===== config.mk =====
export PLATFORM = sky130hd
export DESIGN_NAME = cic_row_readout_flat
export DESIGN_NICKNAME = d
export VERILOG_FILES = /design/src/rtl/cic_row_readout_if.sv /design/src/rtl/cic_row_readout.sv /design/src/flat_wrapper.sv
export SDC_FILE = /design/constraint.sdc
export NUM_CORES = 2
export LEC_CHECK = 0
export CORE_UTILIZATION = 42
export CTS_CLUSTER_SIZE = 16
export DETAILED_ROUTE_END_ITERATION = 12
export PLACE_DENSITY = 0.73
export REMOVE_ABC_BUFFERS = 1
export SYNTH_ARGS = -nofsm -noshare
export SYNTH_HDL_FRONTEND = slang
export SYNTH_SLANG_ARGS = --single-unit

===== constraint.sdc =====
create_clock -name clk -period 2.85 [get_ports clk]
set_clock_uncertainty 0.05 [all_clocks]
set_input_delay 0.4275 -clock clk [delete_from_list [all_inputs] [get_ports clk]]
set_output_delay 0.4275 -clock clk [all_outputs]
set_load 0.01 [all_outputs]

===== src/rtl/cic_row_readout_if.sv =====
// Parallel-in / serial-out bundle between the CIC filter row and the readout serializer.
interface cic_row_readout_if #(
    parameter int unsigned NUM_CHANNELS = 24,
    parameter int unsigned WORD_WIDTH   = 25
);
    logic [NUM_CHANNELS*WORD_WIDTH-1:0] data_in;
    logic                               data_valid;
    logic                               overrun_clr;
    logic                               busy;
    logic                               tx_data;
    logic                               tx_frame;
    logic                               tx_bit_start;
    logic [7:0]                         frame_count;
    logic                               overrun;

    modport master (
        output data_in, data_valid, overrun_clr,
        input  busy, tx_data, tx_frame, tx_bit_start, frame_count, overrun
    );

    modport slave (
        input  data_in, data_valid, overrun_clr,
        output busy, tx_data, tx_frame, tx_bit_start, frame_count, overrun
    );
endinterface


===== src/rtl/cic_row_readout.sv =====
// Snapshots a CIC filter row on data_valid and ships it as one framed MSB-first serial stream.
// Define CIC_READOUT_PARITY_EN to append an even-parity bit after every channel word.
module cic_row_readout #(
    parameter int unsigned NUM_CHANNELS = 24,
    parameter int unsigned WORD_WIDTH   = 25,
    parameter int unsigned CLK_DIV      = 4,
    parameter logic [7:0]  SYNC_WORD    = 8'hA5
) (
    input logic              clk,
    input logic              reset,
    cic_row_readout_if.slave bus
);
    localparam int unsigned DataBits = NUM_CHANNELS * WORD_WIDTH;
    localparam int unsigned SrBits   = 16 + DataBits;
    localparam int unsigned DivW     = (CLK_DIV > 1) ? $clog2(CLK_DIV) : 1;
    localparam int unsigned ChW      = (NUM_CHANNELS > 1) ? $clog2(NUM_CHANNELS) : 1;
    localparam int unsigned BitW     = (WORD_WIDTH > 8) ? $clog2(WORD_WIDTH) : 3;

    typedef enum logic [2:0] {
        StIdle,
        StSync,
        StCount,
`ifdef CIC_READOUT_PARITY_EN
        StParity,
`endif
        StData
    } state_e;

    state_e            state_q;
    logic [SrBits-1:0] sr_q;
    logic [DivW-1:0]   div_q;
    logic [BitW-1:0]   bit_q;
    logic [ChW-1:0]    chan_q;
    logic              busy_q;
    logic              tx_data_q;
    logic              tx_frame_q;
    logic              tx_bit_start_q;
    logic [7:0]        count_q;
    logic              overrun_q;
`ifdef CIC_READOUT_PARITY_EN
    logic              par_q;
`endif

    // Channel 0 goes to the top so the whole frame leaves the shift register MSB first.
    logic [DataBits-1:0] snap;
    always_comb begin
        snap = '0;
        for (int j = 0; j < NUM_CHANNELS; j++) begin
            snap[(NUM_CHANNELS-1-j)*WORD_WIDTH +: WORD_WIDTH] =
                bus.data_in[j*WORD_WIDTH +: WORD_WIDTH];
        end
    end

    logic div_end, last_bit, last_chan, next_bit;
    assign div_end   = (div_q == DivW'(CLK_DIV - 1));
    assign last_bit  = (bit_q == '0);
    assign last_chan = (chan_q == ChW'(NUM_CHANNELS - 1));
    assign next_bit  = sr_q[SrBits-2];

    always_ff @(posedge clk) begin
        if (reset) begin
            state_q        <= StIdle;
            sr_q           <= '0;
            div_q          <= '0;
            bit_q          <= '0;
            chan_q         <= '0;
            busy_q         <= 1'b0;
            tx_data_q      <= 1'b0;
            tx_frame_q     <= 1'b0;
            tx_bit_start_q <= 1'b0;
            count_q        <= '0;
            overrun_q      <= 1'b0;
`ifdef CIC_READOUT_PARITY_EN
            par_q          <= 1'b0;
`endif
        end else begin
            // A drop in the same cycle as a clear leaves the flag set.
            if (bus.data_valid && state_q != StIdle) begin
                overrun_q <= 1'b1;
            end else if (bus.overrun_clr) begin
                overrun_q <= 1'b0;
            end

            if (state_q == StIdle) begin
                if (bus.data_valid) begin
                    sr_q           <= {SYNC_WORD, count_q, snap};
                    count_q        <= count_q + 8'd1;
                    state_q        <= StSync;
                    bit_q          <= BitW'(7);
                    div_q          <= '0;
                    busy_q         <= 1'b1;
                    tx_frame_q     <= 1'b1;
                    tx_bit_start_q <= 1'b1;
                    tx_data_q      <= SYNC_WORD[7];
                end
            end else if (!div_end) begin
                div_q          <= div_q + DivW'(1);
                tx_bit_start_q <= 1'b0;
            end else begin
                // Default move at a bit boundary: shift out the next bit of the current field.
                div_q          <= '0;
                tx_bit_start_q <= 1'b1;
                sr_q           <= sr_q << 1;
                tx_data_q      <= next_bit;
                bit_q          <= bit_q - BitW'(1);
                unique case (state_q)
                    StSync: begin
                        if (last_bit) begin
                            state_q <= StCount;
                            bit_q   <= BitW'(7);
                        end
                    end
                    StCount: begin
                        if (last_bit) begin
                            state_q <= StData;
                            bit_q   <= BitW'(WORD_WIDTH - 1);
                            chan_q  <= '0;
`ifdef CIC_READOUT_PARITY_EN
                            par_q   <= next_bit;
`endif
                        end
                    end
`ifdef CIC_READOUT_PARITY_EN
                    StData: begin
                        if (!last_bit) begin
                            par_q <= par_q ^ next_bit;
                        end else begin
                            state_q   <= StParity;
                            tx_data_q <= par_q;
                            sr_q      <= sr_q;
                            bit_q     <= bit_q;
                        end
                    end
                    StParity: begin
                        if (last_chan) begin
                            state_q        <= StIdle;
                            busy_q         <= 1'b0;
                            tx_frame_q     <= 1'b0;
                            tx_data_q      <= 1'b0;
                            tx_bit_start_q <= 1'b0;
                        end else begin
                            state_q <= StData;
                            chan_q  <= chan_q + ChW'(1);
                            bit_q   <= BitW'(WORD_WIDTH - 1);
                            par_q   <= next_bit;
                        end
                    end
`else
                    StData: begin
                        if (last_bit && last_chan) begin
                            state_q        <= StIdle;
                            busy_q         <= 1'b0;
                            tx_frame_q     <= 1'b0;
                            tx_data_q      <= 1'b0;
                            tx_bit_start_q <= 1'b0;
                        end else if (last_bit) begin
                            chan_q <= chan_q + ChW'(1);
                            bit_q  <= BitW'(WORD_WIDTH - 1);
                        end
                    end
`endif
                    default: ;
                endcase
            end
        end
    end

    assign bus.busy         = busy_q;
    assign bus.tx_data      = tx_data_q;
    assign bus.tx_frame     = tx_frame_q;
    assign bus.tx_bit_start = tx_bit_start_q;
    assign bus.frame_count  = count_q;
    assign bus.overrun      = overrun_q;
endmodule


===== src/flat_wrapper.sv =====
// flat-port wrapper written by rule: the top's interface ports become plain ports
module cic_row_readout_flat 
#(
    parameter int unsigned NUM_CHANNELS = 24,
    parameter int unsigned WORD_WIDTH   = 25,
    parameter int unsigned CLK_DIV      = 4,
    parameter logic [7:0]  SYNC_WORD    = 8'hA5
)
  (clk, reset, bus_data_in, bus_data_valid, bus_overrun_clr, bus_busy, bus_tx_data, bus_tx_frame, bus_tx_bit_start, bus_frame_count, bus_overrun);
  cic_row_readout_if #(.NUM_CHANNELS(NUM_CHANNELS), .WORD_WIDTH(WORD_WIDTH)) bus_i ();
  input logic clk;
  input logic reset;
  input wire logic [$bits(bus_i.data_in)-1:0] bus_data_in;
  input wire logic [$bits(bus_i.data_valid)-1:0] bus_data_valid;
  input wire logic [$bits(bus_i.overrun_clr)-1:0] bus_overrun_clr;
  output wire logic [$bits(bus_i.busy)-1:0] bus_busy;
  output wire logic [$bits(bus_i.tx_data)-1:0] bus_tx_data;
  output wire logic [$bits(bus_i.tx_frame)-1:0] bus_tx_frame;
  output wire logic [$bits(bus_i.tx_bit_start)-1:0] bus_tx_bit_start;
  output wire logic [$bits(bus_i.frame_count)-1:0] bus_frame_count;
  output wire logic [$bits(bus_i.overrun)-1:0] bus_overrun;
  assign bus_i.data_in = bus_data_in;
  assign bus_i.data_valid = bus_data_valid;
  assign bus_i.overrun_clr = bus_overrun_clr;
  assign bus_busy = bus_i.busy;
  assign bus_tx_data = bus_i.tx_data;
  assign bus_tx_frame = bus_i.tx_frame;
  assign bus_tx_bit_start = bus_i.tx_bit_start;
  assign bus_frame_count = bus_i.frame_count;
  assign bus_overrun = bus_i.overrun;
  cic_row_readout #(.NUM_CHANNELS(NUM_CHANNELS), .WORD_WIDTH(WORD_WIDTH), .CLK_DIV(CLK_DIV), .SYNC_WORD(SYNC_WORD)) u_core (.clk(clk), .reset(reset), .bus(bus_i));
endmodule

==> out/qor.csv <==
metric,value,unit
clkTransAtPathRegs,0.06,ns
hpwlAfterDp,51.5,mm
p_leak,16.3,nW
dr.pass1.iters,5,
die_h,259,um
core_area,64900,sq um
worstPathRequired,3.31,ns
clockBufferDepth,3,
drive_gt1_share,5.36,%
drt_iter0_markers,1230,
clk_latency,0.60,ns
p_per_area,980,nW/um^2
rrSetupSlack,0.28,ns
grt.overflow.total,0,
total_power,36.4,mW
postSynthAreaPerCell,9.60,sq um
drc,0,
synth.top_cells.by_count,"dfxtp_1, nor2_1, mux2i_1, a211oi_1, clkbuf_1",
dp_cells,4147,
place_ws,0.306,ns
timing.final.ws_setup,0.279,ns
htreeDepth,3,
tns,0,ns
io_buffer_count,616,
slew_headroom,50.4,%
cts_hold_buffers,0,
wl,73.6,mm
row_count,93,
yosysMostFrequentCell,dfxtp_1,
finalNonFillerCells,4278,
cp-endpoint,u_core.sr_q[201]$_SDFFE_PP0P_,
status,"complete, no violations",
r2r-end,u_core.sr_q[201]$_SDFFE_PP0P_,
num_vias,22200,
async_reset_ff_share,0,%
synth_edf_count,0,
syn-cell-area,27800,sq um
hold_class,input pin to flop,
path_cells,inv_1 > ha_4 > nand2b_1 > nand2_4 > buf_12 > buf_12 > nor2_1 > a211oi_1,
ir_drop,0.000662,V
ys_ff_latch,641,
crit_slowest_cell,dfxtp_1,
finalHoldViolCount,0,
netlist_instances,2898,
synthTopCellsByArea,"dfxtp_1, mux2i_1, a211oi_1, nor2_1, clkbuf_1",
ant_nets,0,
cts_setup_buffers,0,
die-area,67300,sq um
grt_pass1_wl,114,mm
cts_made_buffers,71,
grt_use_total,21.1,%
cts_tree,yes,
reg2regPathDepth,8,
slowest_delay,0.42,ns
setup_violations,0,
clkSinkCount,641,
crit_path_max_fanout,93,
netlist.area_leader.share,46.1,%
fmax,389,MHz
worstSetupEndpointType,flop,
cap_viol_max_count,0,
holdCritStartpoint,reset,
utilization,57.2,%
nets,3979,
synthFlopType,dfxtp_1,
worst_setup_path_start_kind,flop,
start_util,42.8,%
place_congestion,0.814,
worstMarginPinSlew,0.745,ns
grt_pass1_vias,21400,
ios,617,
synth.distinct_cells,45,
routedWlPerCell,17.2,um
crit_type,flop to flop,
arrival,3.03,ns
routed_via_density,5.19,
nFillCells,5665,
die_w,259,um
area_growth,33.5,%
grt_max_degree,147,
cts_root_buf,clkbuf_16,
r2r_start,u_core.state_q[1]$_SDFFE_PP0P_,
rsz0062_at_grt,false,
period_minus_slack,2.57,ns
post-route-period-util,90.2,%
drv_slew,0,
crit_start,u_core.state_q[1]$_SDFFE_PP0P_,
grt_antenna_before_repair,18,
synth_area_leader_cell,dfxtp_1,
cpMostUsedCell,buf_12,
holdPathStages,2,
cts-resized-gates,0,
ys_seq_area_share,46.1,%
yosysWarningCount,0,
## final cells by class
| type | instances | area, sq um | area share, % |
|---|---|---|---|
| flip-flops and latches | 641 | 12800 | 34.5 |
| repair buffers | 677 | 6940 | 18.7 |
| clock buffers | 104 | 2090 | 5.63 |
| well taps | 855 | 1070 | 2.88 |
| inverters | 9 | 33.8 | 0.0909 |
| clock inverters | 21 | 325 | 0.876 |
| diodes | 6 | 15.0 | 0.0404 |
| multi-input cells | 1965 | 13800 | 37.3 |
## critical path, delay by kind of cell, from the launching register on
family	cells	cell delay, ns
flip-flops	1	0.42
AO/OA/AOI/OAI	1	0.25
buffers and inverters	3	0.72
AND/OR/NAND/NOR	3	0.69
adder cells (fa/ha/maj)	1	0.26
## flip-flops by register name (all words and copies together), names as in the netlist
register / count
u_core.state_q: 2
u_core.bit_q: 5
u_core.chan_q: 5
u_core.bus.busy: 1
u_core.bus.tx_bit_start: 1
u_core.div_q: 2
u_core.bus.frame_count: 8
u_core.bus.tx_data: 1
u_core.sr_q: 615
u_core.bus.overrun: 1
## cell usage in the layout (no fill, tap or decap), types with 15 or more instances in the layout
cell,n
a211oi_1,607
a21oi_1,17
buf_12,25
buf_4,36
clkbuf_16,71
clkbuf_8,19
clkdlybuf4s50_1,615
dfxtp_1,641
mux2i_1,608
nand2_1,15
nor2_1,626
## power by group
| part | total [mW] | switching (mW) | internal (mW) | leakage, nW |
|---|---|---|---|---|
| Sequential | 13.0 | 1.39 | 11.6 | 5.31 |
| Combinational | 14.0 | 7.38 | 6.61 | 9.83 |
| Clock | 9.46 | 3.72 | 5.74 | 1.18 |
## logic make-up after synthesis
kind of cell	Yosys count	synth area share, %
buffers and inverters	292	4.19
DFF	641	46.1
muxes	608	21.9
adders and majority gates	10	0.450
and+or+nand+nor	685	9.68
AOI/OAI and AO/OA	657	17.5
xor gates and xnor gates	5	0.157
## worst min path at each step
stage | endpoint
after detailed placement | u_core.sr_q[604]$_SDFFE_PP0P_
after global routing | u_core.sr_q[609]$_SDFFE_PP0P_
after floorplan | u_core.sr_q[604]$_SDFFE_PP0P_
after global placement | u_core.sr_q[604]$_SDFFE_PP0P_
after CTS | u_core.sr_q[609]$_SDFFE_PP0P_
final | u_core.sr_q[609]$_SDFFE_PP0P_
## metrics by stage
step | cell area [sq um] | hold slack, ns
final | 37100 | 0.217
after global routing | 37100 | 0.219
after CTS | 37100 | 0.177
after detailed placement | 34700 | 0.404
after global placement | 34700 | 0.396
after floorplan | 26700 | 0.380
## routing by layer
layer | share of wire [%] | routed length (um) | global-route usage, %
met1 | 43 | 31800 | 26.1
met2 | 48 | 35300 | 35.0
met4 | 2.5 | 1850 | 7.25
met5 | 0.18 | 129 | 0
met3 | 6.2 | 4550 | 5.82
(Power assumes the default switching activity.)
